### src/rtl/roi_apb_regfile.sv
// APB register file for ROI_NUM regions of interest with shadow/active double buffering.
// Optional build macro ROI_SWAP_EN: inverted regions are normalised by swapping instead of rejected.
module roi_apb_regfile #(
    parameter int APB_DATA_W = 32,
    parameter int APB_ADDR_W = 12,
    parameter int ROI_NUM    = 4,
    parameter int COORD_W    = 16
) (
    input  logic                         clk_i,
    input  logic                         arst_i,
    input  logic [APB_ADDR_W-1:0]        apb_paddr_i,
    input  logic [APB_DATA_W-1:0]        apb_pwdata_i,
    input  logic                         apb_pwrite_i,
    input  logic                         apb_psel_i,
    input  logic                         apb_penable_i,
    output logic                         apb_pready_o,
    output logic [APB_DATA_W-1:0]        apb_prdata_o,
    output logic                         apb_pslverr_o,
    input  logic                         frame_start_i,
    output logic [ROI_NUM*COORD_W-1:0]   roi_x0_o,
    output logic [ROI_NUM*COORD_W-1:0]   roi_y0_o,
    output logic [ROI_NUM*COORD_W-1:0]   roi_x1_o,
    output logic [ROI_NUM*COORD_W-1:0]   roi_y1_o,
    output logic [ROI_NUM-1:0]           roi_en_o,
    output logic                         roi_update_o
);

    localparam int IDX_W = APB_ADDR_W - 4;
    localparam logic [APB_ADDR_W-1:0] COMMIT_ADDR = APB_ADDR_W'(12'h800);
    localparam logic [APB_ADDR_W-1:0] STATUS_ADDR = APB_ADDR_W'(12'h804);

    typedef enum logic [0:0] {APB_IDLE = 1'b0, APB_ACCESS = 1'b1} apb_state_t;
    typedef enum logic [0:0] {CM_IDLE = 1'b0, CM_PENDING = 1'b1} cm_state_t;

    function automatic logic roi_inverted(input logic [COORD_W-1:0] x0, input logic [COORD_W-1:0] x1,
                                          input logic [COORD_W-1:0] y0, input logic [COORD_W-1:0] y1);
        return (x0 > x1) || (y0 > y1);
    endfunction

    apb_state_t apb_state_r, apb_state_s;
    cm_state_t  cm_state_r, cm_state_s;

    logic [COORD_W-1:0] sh_x0_r [ROI_NUM];
    logic [COORD_W-1:0] sh_y0_r [ROI_NUM];
    logic [COORD_W-1:0] sh_x1_r [ROI_NUM];
    logic [COORD_W-1:0] sh_y1_r [ROI_NUM];
    logic [COORD_W-1:0] act_x0_r [ROI_NUM];
    logic [COORD_W-1:0] act_y0_r [ROI_NUM];
    logic [COORD_W-1:0] act_x1_r [ROI_NUM];
    logic [COORD_W-1:0] act_y1_r [ROI_NUM];
    logic [COORD_W-1:0] cp_x0_s [ROI_NUM];
    logic [COORD_W-1:0] cp_y0_s [ROI_NUM];
    logic [COORD_W-1:0] cp_x1_s [ROI_NUM];
    logic [COORD_W-1:0] cp_y1_s [ROI_NUM];
    logic [ROI_NUM-1:0] sh_en_r, act_en_r, cp_en_s, rej_r, cp_rej_s;
    logic               sticky_r, update_r, pready_r, pslverr_r;
    logic [APB_DATA_W-1:0] prdata_r, rdata_s;

    logic [IDX_W-1:0]     roi_idx_s;
    logic                 roi_hit_s, commit_hit_s, status_hit_s, addr_ok_s;
    logic                 pready_s, fire_s, wr_s, pending_s, copy_s, commit_req_s;
    logic [2*COORD_W-1:0] xy0_rd_s, xy1_rd_s;
    logic                 en_rd_s;

    // Address decode; misaligned, reserved and out-of-range ROI addresses are errors
    always_comb begin
        roi_idx_s    = apb_paddr_i[APB_ADDR_W-1:4];
        roi_hit_s    = (roi_idx_s < IDX_W'(ROI_NUM)) && (apb_paddr_i[3:2] != 2'b11);
        commit_hit_s = (apb_paddr_i == COMMIT_ADDR);
        status_hit_s = (apb_paddr_i == STATUS_ADDR);
        addr_ok_s    = (apb_paddr_i[1:0] == 2'b00) && (roi_hit_s || commit_hit_s || status_hit_s);
    end

    // APB handshake next-state: one wait state, pready high for a single cycle
    always_comb begin
        apb_state_s = apb_state_r;
        pready_s    = 1'b0;
        fire_s      = 1'b0;
        case (apb_state_r)
            APB_IDLE: begin
                if (apb_psel_i && apb_penable_i) begin
                    apb_state_s = APB_ACCESS;
                end else begin
                    apb_state_s = APB_IDLE;
                end
            end
            APB_ACCESS: begin
                if (pready_r) begin
                    apb_state_s = APB_IDLE;
                end else if (apb_psel_i && apb_penable_i) begin
                    pready_s = 1'b1;
                    fire_s   = 1'b1;
                end else begin
                    apb_state_s = APB_IDLE;
                end
            end
            default: apb_state_s = APB_IDLE;
        endcase
        wr_s = fire_s && apb_pwrite_i && addr_ok_s;
    end

    // Commit FSM next-state; a commit arriving while idle always waits for the following frame
    always_comb begin
        pending_s    = (cm_state_r == CM_PENDING);
        commit_req_s = wr_s && commit_hit_s && apb_pwdata_i[0];
        copy_s       = pending_s && frame_start_i;
        cm_state_s   = cm_state_r;
        case (cm_state_r)
            CM_IDLE: begin
                if (commit_req_s) begin
                    cm_state_s = CM_PENDING;
                end else begin
                    cm_state_s = CM_IDLE;
                end
            end
            CM_PENDING: begin
                if (frame_start_i) begin
                    cm_state_s = CM_IDLE;
                end else begin
                    cm_state_s = CM_PENDING;
                end
            end
            default: cm_state_s = CM_IDLE;
        endcase
    end

    // Shadow read mux as an AND-OR over all regions
    always_comb begin
        xy0_rd_s = '0;
        xy1_rd_s = '0;
        en_rd_s  = 1'b0;
        for (int i = 0; i < ROI_NUM; i++) begin
            xy0_rd_s = xy0_rd_s | ({sh_y0_r[i], sh_x0_r[i]} & {(2*COORD_W){roi_idx_s == IDX_W'(i)}});
            xy1_rd_s = xy1_rd_s | ({sh_y1_r[i], sh_x1_r[i]} & {(2*COORD_W){roi_idx_s == IDX_W'(i)}});
            en_rd_s  = en_rd_s | (sh_en_r[i] & (roi_idx_s == IDX_W'(i)));
        end
    end

    // Read data selection
    always_comb begin
        rdata_s = '0;
        if (!addr_ok_s || apb_pwrite_i) begin
            rdata_s = '0;
        end else if (roi_hit_s) begin
            case (apb_paddr_i[3:2])
                2'b00:   rdata_s[2*COORD_W-1:0] = xy0_rd_s;
                2'b01:   rdata_s[2*COORD_W-1:0] = xy1_rd_s;
                2'b10:   rdata_s[0] = en_rd_s;
                default: rdata_s = '0;
            endcase
        end else if (commit_hit_s) begin
            rdata_s[0] = pending_s;
        end else begin
            rdata_s[0] = pending_s;
            rdata_s[1] = sticky_r;
            for (int i = 0; (i < ROI_NUM) && (i + 16 < APB_DATA_W); i++) begin
                rdata_s[16+i] = rej_r[i];
            end
        end
    end

    // Values loaded into the active set at commit time
    always_comb begin
        for (int i = 0; i < ROI_NUM; i++) begin
`ifdef ROI_SWAP_EN
            cp_x0_s[i]  = (sh_x0_r[i] > sh_x1_r[i]) ? sh_x1_r[i] : sh_x0_r[i];
            cp_x1_s[i]  = (sh_x0_r[i] > sh_x1_r[i]) ? sh_x0_r[i] : sh_x1_r[i];
            cp_y0_s[i]  = (sh_y0_r[i] > sh_y1_r[i]) ? sh_y1_r[i] : sh_y0_r[i];
            cp_y1_s[i]  = (sh_y0_r[i] > sh_y1_r[i]) ? sh_y0_r[i] : sh_y1_r[i];
            cp_en_s[i]  = sh_en_r[i];
            cp_rej_s[i] = 1'b0;
`else
            cp_x0_s[i]  = sh_x0_r[i];
            cp_x1_s[i]  = sh_x1_r[i];
            cp_y0_s[i]  = sh_y0_r[i];
            cp_y1_s[i]  = sh_y1_r[i];
            cp_rej_s[i] = roi_inverted(sh_x0_r[i], sh_x1_r[i], sh_y0_r[i], sh_y1_r[i]);
            cp_en_s[i]  = sh_en_r[i] & ~cp_rej_s[i];
`endif
        end
    end

    // State, APB response and status registers
    always_ff @(posedge clk_i) begin
        if (arst_i) begin
            apb_state_r <= APB_IDLE;
            cm_state_r  <= CM_IDLE;
            pready_r    <= 1'b0;
            pslverr_r   <= 1'b0;
            prdata_r    <= '0;
            update_r    <= 1'b0;
            sticky_r    <= 1'b0;
            rej_r       <= '0;
        end else begin
            apb_state_r <= apb_state_s;
            cm_state_r  <= cm_state_s;
            pready_r    <= pready_s;
            pslverr_r   <= fire_s && !addr_ok_s;
            prdata_r    <= fire_s ? rdata_s : '0;
            update_r    <= copy_s;
            if (copy_s) begin
                rej_r <= cp_rej_s;
            end
            if (copy_s && (|cp_rej_s)) begin
                sticky_r <= 1'b1;
            end else if (wr_s && status_hit_s && apb_pwdata_i[1]) begin
                sticky_r <= 1'b0;
            end
        end
    end

    // Shadow and active region registers
    always_ff @(posedge clk_i) begin
        if (arst_i) begin
            sh_en_r  <= '0;
            act_en_r <= '0;
            for (int i = 0; i < ROI_NUM; i++) begin
                sh_x0_r[i]  <= '0;
                sh_y0_r[i]  <= '0;
                sh_x1_r[i]  <= '0;
                sh_y1_r[i]  <= '0;
                act_x0_r[i] <= '0;
                act_y0_r[i] <= '0;
                act_x1_r[i] <= '0;
                act_y1_r[i] <= '0;
            end
        end else begin
            for (int i = 0; i < ROI_NUM; i++) begin
                if (wr_s && roi_hit_s && (roi_idx_s == IDX_W'(i))) begin
                    case (apb_paddr_i[3:2])
                        2'b00: begin
                            sh_x0_r[i] <= apb_pwdata_i[COORD_W-1:0];
                            sh_y0_r[i] <= apb_pwdata_i[2*COORD_W-1:COORD_W];
                        end
                        2'b01: begin
                            sh_x1_r[i] <= apb_pwdata_i[COORD_W-1:0];
                            sh_y1_r[i] <= apb_pwdata_i[2*COORD_W-1:COORD_W];
                        end
                        2'b10:   sh_en_r[i] <= apb_pwdata_i[0];
                        default: sh_en_r[i] <= sh_en_r[i];
                    endcase
                end
            end
            if (copy_s) begin
                act_en_r <= cp_en_s;
                for (int i = 0; i < ROI_NUM; i++) begin
                    act_x0_r[i] <= cp_x0_s[i];
                    act_y0_r[i] <= cp_y0_s[i];
                    act_x1_r[i] <= cp_x1_s[i];
                    act_y1_r[i] <= cp_y1_s[i];
                end
            end
        end
    end

    for (genvar g = 0; g < ROI_NUM; g++) begin : g_pack
        assign roi_x0_o[g*COORD_W +: COORD_W] = act_x0_r[g];
        assign roi_y0_o[g*COORD_W +: COORD_W] = act_y0_r[g];
        assign roi_x1_o[g*COORD_W +: COORD_W] = act_x1_r[g];
        assign roi_y1_o[g*COORD_W +: COORD_W] = act_y1_r[g];
    end

    assign roi_en_o      = act_en_r;
    assign roi_update_o  = update_r;
    assign apb_pready_o  = pready_r;
    assign apb_prdata_o  = prdata_r;
    assign apb_pslverr_o = pslverr_r;

endmodule

### config.mk
export PLATFORM = sky130hd
export DESIGN_NAME = roi_apb_regfile
export DESIGN_NICKNAME = d
export VERILOG_FILES = /design/src/rtl/roi_apb_regfile.sv
export SDC_FILE = /design/constraint.sdc
export NUM_CORES = 1
export LEC_CHECK = 0
export ABC_AREA = 1
export BUFFER_PORTS_ARGS = -buffer_cell sky130_fd_sc_hd__buf_2
export CORE_UTILIZATION = 24
export DETAILED_ROUTE_END_ITERATION = 8
export GPL_ROUTABILITY_DRIVEN = 0
export PLACE_DENSITY = 0.45
export SYNTH_ARGS = -nofsm -noshare
export SYNTH_HDL_FRONTEND = slang
export SYNTH_SLANG_ARGS = --single-unit
### constraint.sdc
create_clock -name clk_i -period 7.2 [get_ports clk_i]
set_input_delay 0.36 -clock clk_i [delete_from_list [all_inputs] [get_ports clk_i]]
set_output_delay 0.36 -clock clk_i [all_outputs]
set_load 0.02 [all_outputs]
Yosys cells after proc, flatten, opt, wreduce, memory -nomap -nowiden
Memories as Yosys holds them, arrays and structs flattened.
Cells that the tools add are included.
{ "classes": {"n_eq_ne": 8, "n_bitwise": 65, "order_cmp": 9, "n_mux": 78, "n_reduce_logical": 36} }
{ "ops": {"columns": ["cell", "n"], "rows": [
  ["$mux 16", 32],
  ["$and 32x32->32", 8],
  ["$or 32x32->32", 6],
  ["$gt 16x16->1", 8],
  ["$pmux 31 s2", 1],
  ["$mux 1", 39],
  ["$or 1x1->1", 35],
  ["$eq 12x12->1 const B", 2],
  ["$logic_and 1x1->1", 17],
  ["$eq 8x2->1 const B", 2],
  ["$and 1x1->1", 8],
  ["$eq 8x1->1 const B", 1],
  ["$logic_not 8->1", 1],
  ["$lt 8x3->1 const B", 1],
  ["$mux 4", 2],
  ["$not 1->1", 8],
  ["$reduce_and 2->1", 4],
  ["$reduce_or 4->1", 2],
  ["$logic_or 1x1->1", 7],
  ["$logic_not 2->1", 2],
  ["$pmux 1 s2", 2],
  ["$pmux 1 s3", 1],
  ["$reduce_or 3->1", 1],
  ["$eq 2x1->1 const B", 1],
  ["other kinds (5)", 5]
]} }
{ "word_totals": {"elab_cells": 218, "inputBits": 50, "regBits": 50, "mem_count": 8, "ramBits": 512, "output_inout_bits": 295} }
{ "mem_list": {"columns": ["name", "depth", "word_bits", "read_ports", "rd_ports_with_merged_regs", "write_ports", "line_no", "text"], "rows": [
  ["act_x0_r", 4, 16, 4, 0, 4, "47", "logic [COORD_W-1:0] act_x0_r [ROI_NUM];"],
  ["act_x1_r", 4, 16, 4, 0, 4, "49", "logic [COORD_W-1:0] act_x1_r [ROI_NUM];"],
  ["act_y0_r", 4, 16, 4, 0, 4, "48", "logic [COORD_W-1:0] act_y0_r [ROI_NUM];"],
  ["act_y1_r", 4, 16, 4, 0, 4, "50", "logic [COORD_W-1:0] act_y1_r [ROI_NUM];"],
  ["sh_x0_r", 4, 16, 4, 0, 4, "43", "logic [COORD_W-1:0] sh_x0_r [ROI_NUM];"],
  ["sh_x1_r", 4, 16, 4, 0, 4, "45", "logic [COORD_W-1:0] sh_x1_r [ROI_NUM];"],
  ["2 more memories", null, null, null, null, null, null, null]
]} }

Logic depth before layout (Yosys ltp)
Gate-level depths: netlist (run 1).
{ "depth": {"word_depth": 12, "mapped_depth": 17, "mapped_depth_nobuf": 17} }

Worst setup path before layout (run 1)
OpenSTA, ideal clock, no wires.
{ "synth_timing": {"kind": "in2reg", "from": "input arst_i", "to": "memory act_x0_r[0][0], enable pin", "setup_slack_ns": 0.267, "n_path_buf": 1, "setup_time_ns": 1.956, "arrival_ns": 4.977, "stages": 3, "required_ns": 5.244, "cell_sequence": "inv_1 > buf_2 > nand2_1"} }
{ "synth_lines": {"columns": ["element", "line_no", "text"], "rows": [
  ["start, declared", "10", "input logic arst_i,"],
  ["end, declared", "47", null]
]} }

==> results of run 1 <==
==> flip-flops by register name, indices dropped and copies added, names as in the netlist <==
name           cells
sh_en_r            4
sh_y0_r           64
sticky_r           1
cm_state_r         1
apb_pslverr_o      1
sh_x0_r           64
roi_en_o           4
act_y0_r          64
apb_pready_o       1
act_y1_r          64
roi_update_o       1
apb_prdata_o      32
act_x1_r          64
apb_state_r        1
act_x0_r          64
sh_y1_r           64
sh_x1_r           64
rej_r              4
==> area by class of cell <==
cell class / instances / area [sq um]
clock buffers: 89 / 1900
clock inverters: 31 / 334
fillers: 10846 / 72900
inverters: 353 / 1330
multi-input cells: 1322 / 7070
flip-flops and latches: 562 / 16400
well taps: 1380 / 1730
repair buffers: 366 / 1900
==> per-stage QoR <==
step | area, sq um | hold slack, ns | total power, mW | utilization (%) | instances
finish | 30600 | 0.0463 | 7.63 | 29.6 | 4103
global route | 30600 | 0.0388 | 7.87 | 29.6 | 4103
CTS | 30600 | 0.0112 | 7.73 | 29.6 | 4103
detailed placement | 28400 | 0.427 | 4.19 | 27.4 | 3983
global placement | 28400 | 0.421 | 4.19 | 27.4 | 3983
floorplan | 25100 | 0.402 | 3.99 | - | 2328
==> worst min-delay path, stage by stage <==
cell     delay, ns
buf_2         0.12
nand3_1       0.08
a21oi_1       0.05
==> metal layers <==
metal	vias up	part of all wire, %	routed length, um	global-route usage, %
met5	-	0	0	0
met4	0	2.7	2500	4.98
met3	114	5.3	5000	2.73
met2	609	50	46600	30.2
met1	8803	42	40000	22.4
li1	8486	-	-	-
==> cell families after synthesis <==
logic type / Yosys count / synth area share [%]
simple gates: 897 / 14.5
flops: 562 / 65.4
buf+inv: 444 / 6.91
compound gates: 297 / 6.90
fa+ha+maj: 128 / 6.39
==> placed cells by master, fill, tap and decap left out, types with 2 or more instances in the layout <==
cell	netlist	layout
nand4_4	7	7
nor3_1	8	8
inv_1	345	344
o211ai_1	3	3
nor2_1	570	570
o21bai_1	3	3
ha_1	128	128
nand3_1	31	30
buf_4	0	21
nor2_4	2	2
o22ai_1	92	92
nand2_1	253	249
clkbuf_8	0	6
a21oi_2	20	20
clkinvlp_4	0	2
nor2_2	2	2
clkbuf_16	0	71
a21oi_1	80	80
a21o_1	3	3
buf_2	27	344
edfxtp_1	512	512
inv_6	0	2
nand2_2	3	6
o21ai_4	0	8
dfxtp_1	50	50
inv_2	5	6
o21a_1	4	4
nand4_1	19	19
clkinv_1	3	12
o31ai_1	2	2
clkinv_2	0	9
o21ai_0	77	77
clkbuf_1	54	12
bufinv_16	0	7
==> synthesized netlist by cell type, drive strengths merged <==
cell type	n
o21bai	3
clkbuf	54
nor3b	1
nand2	256
o31ai	2
o21ai	86
ha	128
o2111ai	1
nor3	8
o211ai	3
a21oi	100
a31oi	1
o22ai	92
nand3b	1
clkinv	3
dfxtp	50
a21o	3
nand4	26
inv	350
o21a	4
a211oi	2
nand3	31
edfxtp	512
buf	37
nor2	574
==> worst max-delay path by stage <==
stage / start / end / slack [ns] / cells past startpoint
4_1_cts: apb_paddr_i[9] / sh_y1_r[3][11] / 3.97 / 9
3_3_place_gp: apb_paddr_i[9] / sh_y1_r[3][9] / 3.38 / 9
5_1_grt: apb_paddr_i[7] / sh_y1_r[3][2] / 3.77 / 9
6_report: apb_paddr_i[9] / sh_y0_r[3][10] / 3.96 / 10
3_5_place_dp: apb_paddr_i[9] / sh_y1_r[3][7] / 3.33 / 9
2_1_floorplan: arst_i / act_x0_r[0][0] / 0.27 / 3
==> power groups by stage <==
stage          clock [mW]  sequential, mW  combinational (mW)
2_1_floorplan           0            3.82               0.165
5_1_grt              3.72            3.68               0.474
6_report             3.52            3.68               0.436
3_3_place_gp            0            3.74               0.444
3_5_place_dp            0            3.74               0.446
4_1_cts              3.60            3.68               0.448
==> results.py, run 1 <==
metrics = {
    "outcome": {
        "outcome": "finished, final reports clean",
    },
    "timing": {
        "rsz0062_at_grt": "false",
        "setup_tns_ns": 0,
        "drv_slew": 0,
        "finalSetupViolCount": 0,
        "period_needed_ns": 3.24,
        "max-slew-margin-rel_pct": 18.6,
        "finClkSkew_ns": 0.0201,
        "timing.fmax_mhz": 309,
        "hold_viol_final": 0,
        "fin_crit_sh_pct": 45.0,
        "worstMarginPinSlew_ns": 1.22,
        "setup_ws_ns": 3.96,
    },
    "pwr": {
        "pwr-share-seq_pct": 48.2,
        "power.share.switching_pct": 23.4,
        "p_leak_nw": 12.8,
        "power.share.clock_pct": 46.1,
        "intPower_mw": 5.85,
        "power.switching_mw": 1.78,
        "ir_worst_vdd_mv": 0.119,
        "power_density_nw_per_um2": 249,
        "pwr-share-comb_pct": 5.7,
    },
    "global_routing": {
        "grt_pass1_vias": 17742,
        "grt_usage_pct": 17.5,
        "grt_pass1_wl_um": 132000,
        "grt_overflow_total": 0,
        "antenna_found_initial": 3,
        "grt_max_degree": 144,
    },
    "setup_path": {
        "required_ns": 7.48,
        "r2r-end": "act_y1_r[0][31]",
        "crit_arrival_ns": 3.52,
        "r2r_cells": 5,
        "max_stage_delay_ns": 0.63,
        "crit_family": "compound AO/OA/AOI/OAI gates",
        "r2r-start": "cm_state_r",
        "end_kind": "flop",
        "cp_slowest_cell": "o21ai_4",
        "startpoint_type": "input port",
        "path_buf_inv": 3,
        "rrSetupSlack_ns": 4.15,
        "cp_max_fo": 20,
        "crit_type": "in2reg",
        "crit_chain": "buf_2 > nor2_1 > nand2_1 > nor2_1 > o21ai_1 > a211oi_4 > buf_4 > nand2_1 > o21ai_4 > buf_4",
    },
    "cts": {
        "cts_root_buf": "clkbuf_16",
        "cts_setup_buffers": 0,
        "h-tree-depth": 3,
        "cts_buffers": 67,
        "clockBufferDepth": 3,
        "post_cts_resized": 0,
        "cts_tree": "yes",
        "clock_latency_ns": 0.61,
        "clock-sinks": 562,
        "ctsHoldBuffers": 0,
        "cts.clk_slew.worst_paths_ns": 0.06,
    },
    "layout": {
        "n_antenna_cell": 0,
        "nets": 2850,
        "drive_above_1_share_pct": 19.1,
        "area_growth_pct": 22.3,
    },
    "synthesis": {
        "synth_cell_types": 35,
        "syn_avg_cell_area_sq_um": 10.8,
        "ys_top_cells_by_area": "edfxtp_1, nor2_1, ha_1",
        "netlist_area_sq_um": 25100,
        "yosysSeqAreaShare_pct": 65.4,
        "synth_top_area_share_pct": 61.4,
        "synth_largest_area_cell": "edfxtp_1",
        "synth_seq_cells": 562,
        "synthCells": 2328,
        "synth_nets": 2506,
        "yosysWarnings": 0,
    },
    "drt": {
        "viasPerCell": 4.39,
        "first_iter_violations": 1484,
        "vias": 18012,
        "ant_nets": 0,
        "wl_per_cell_um": 22.9,
        "finalWirelength_um": 94100,
        "drt_pre_antenna_iters": 5,
        "drc": 0,
    },
    "floorplan": {
        "fp.dieH_um": 325,
        "io_pins": 345,
        "chipWidth_um": 325,
        "coreArea_sq_um": 103000,
        "num_rows": 118,
        "initial_core_util_pct": 24.2,
        "die-area_sq_um": 106000,
    },
    "hold_path": {
        "hold_depth": 3,
        "hold_end": "cm_state_r",
        "hp-start": "apb_pwdata_i[0]",
        "hold_path_class": "in2reg",
    },
    "placed_design": {
        "io_buffers": 344,
        "dp_hpwl_um": 68300,
        "place_ws_ns": 3.33,
    },
    "flow_run": {
        "maxCapViolations": 0,
    },
}
Note: power is estimated with default switching activity, not from simulation.
==> run 2, diff against run 1 <==
==> constraint.sdc (replaced) <==
create_clock -name clk_i -period 2.72 [get_ports clk_i]
set_input_delay 0.136 -clock clk_i [delete_from_list [all_inputs] [get_ports clk_i]]
set_output_delay 0.136 -clock clk_i [all_outputs]
set_load 0.02 [all_outputs]
==> results.py, run 2 (synthesized netlist as in run 1, its figures left out) <==
metrics = {
    "cts": {
        "cts_setup_buffers": 0,
        "h-tree-depth": 3,
        "cts_tree": "yes",
        "post_cts_resized": 0,
        "cts.clk_slew.worst_paths_ns": 0.06,
        "ctsHoldBuffers": 5,
        "clock-sinks": 562,
        "cts_root_buf": "clkbuf_16",
        "cts_buffers": 66,
        "clockBufferDepth": 3,
        "clock_latency_ns": 0.61,
    },
    "floorplan": {
        "initial_core_util_pct": 24.2,
        "io_pins": 345,
        "die-area_sq_um": 106000,
        "num_rows": 118,
        "fp.dieH_um": 325,
        "chipWidth_um": 325,
        "coreArea_sq_um": 103000,
    },
    "setup_path": {
        "startpoint_type": "flop",
        "crit_arrival_ns": 2.58,
        "cp_max_fo": 16,
        "required_ns": 3.02,
        "end_kind": "flop",
        "crit_type": "reg2reg",
    },
    "drt": {
        "drc": 0,
        "wl_per_cell_um": 22.3,
        "dr.max_layer_used": "met4",
        "vias": 18026,
        "finalWirelength_um": 92800,
        "wl_met2_um": 46400,
        "drt_pre_antenna_iters": 5,
        "met1_length_um": 39000,
        "first_iter_violations": 1570,
        "viasPerCell": 4.33,
        "wl_met3_um": 5480,
        "ant_nets": 0,
    },
    "timing": {
        "drv_slew": 0,
        "rsz0062_at_grt": "false",
        "finClkSkew_ns": 0.0223,
        "fin_crit_sh_pct": 83.7,
        "max-slew-margin-rel_pct": 61.1,
        "setup_ws_ns": 0.444,
        "whs_ns": 0.0312,
        "period_needed_ns": 2.28,
        "hold_viol_final": 0,
        "timing.fmax_mhz": 439,
        "setup_tns_ns": 0,
        "finalSetupViolCount": 0,
        "worstMarginPinSlew_ns": 0.583,
    },
    "layout": {
        "final_cell_mix": "nor2_1, edfxtp_1, inv_1, buf_2, nand2_1",
        "area_growth_pct": 25.5,
        "layout_commonest_cell": "nor2_1",
        "design_area_sq_um": 31400,
        "nets": 2906,
        "post-route-util_pct": 30.4,
        "fin_cells": 4161,
        "drive_above_1_share_pct": 20.5,
    },
    "placed_design": {
        "placed_cells": 4035,
        "place_area_sq_um": 29200,
        "place_ws_ns": 0.244,
        "io_buffers": 344,
        "dp_hpwl_um": 70200,
    },
    "pwr": {
        "power_density_nw_per_um2": 639,
        "ir_worst_vdd_mv": 0.339,
        "p_total_mw": 20.1,
        "p_leak_nw": 13.2,
    },
    "global_routing": {
        "antenna_found_initial": 1,
        "grt_max_degree": 65,
        "grt_pass1_vias": 17724,
        "grt_usage_pct": 17.3,
        "grt_overflow_total": 0,
        "grt_pass1_wl_um": 130000,
    },
    "hold_path": {
        "hold_path_class": "in2reg",
    },
    "flow_run": {
        "maxCapViolations": 0,
    },
    "outcome": {
        "outcome": "finished, final reports clean",
    },
}
## run 2: area by class of cell
type / count / area (sq um)
Fill cell: 10810 / 72000
Multi-Input combinational cell: 1322 / 7080
Clock buffer: 86 / 1870
Timing Repair Buffer: 423 / 2730
Clock inverter: 34 / 330
Tap cell: 1380 / 1730
Inverter: 353 / 1330
Antenna cell: 1 / 2.50
Sequential cell: 562 / 16400
## run 2: critical path, stage by stage (launching register included)
cell,delay (ns)
dfxtp_1,0.32
nor3b_1,0.31
nand2_1,0.24
a211oi_4,0.22
buf_4,0.24
nand2_1,0.15
o21ai_4,0.26
buf_12,0.20
## run 2: power by group
part           switching [mW]  internal (mW)
sequential              0.109           9.62
clock                    3.69           5.45
combinational           0.897          0.323
total                    4.70           15.4
## run 2: worst paths after layout
check                                   start              end  slack, ns  cells past startpoint
worst max-delay path             apb_pready_o    sh_y0_r[0][1]       0.44                      7
worst min-delay path            apb_penable_i     apb_pready_o       0.03                      5
worst min register to register       sticky_r  apb_prdata_o[1]       0.47                      2
worst max register to register   apb_pready_o    sh_y0_r[0][1]       0.44                      7
## run 2: per-layer routing
| metal | GRT usage, % | up-vias |
|---|---|---|
| met1 | 22.1 | 8691 |
| met3 | 2.88 | 101 |
| met5 | 0 | - |
| met2 | 30.2 | 648 |
| met4 | 4.15 | 0 |
| li1 | - | 8586 |
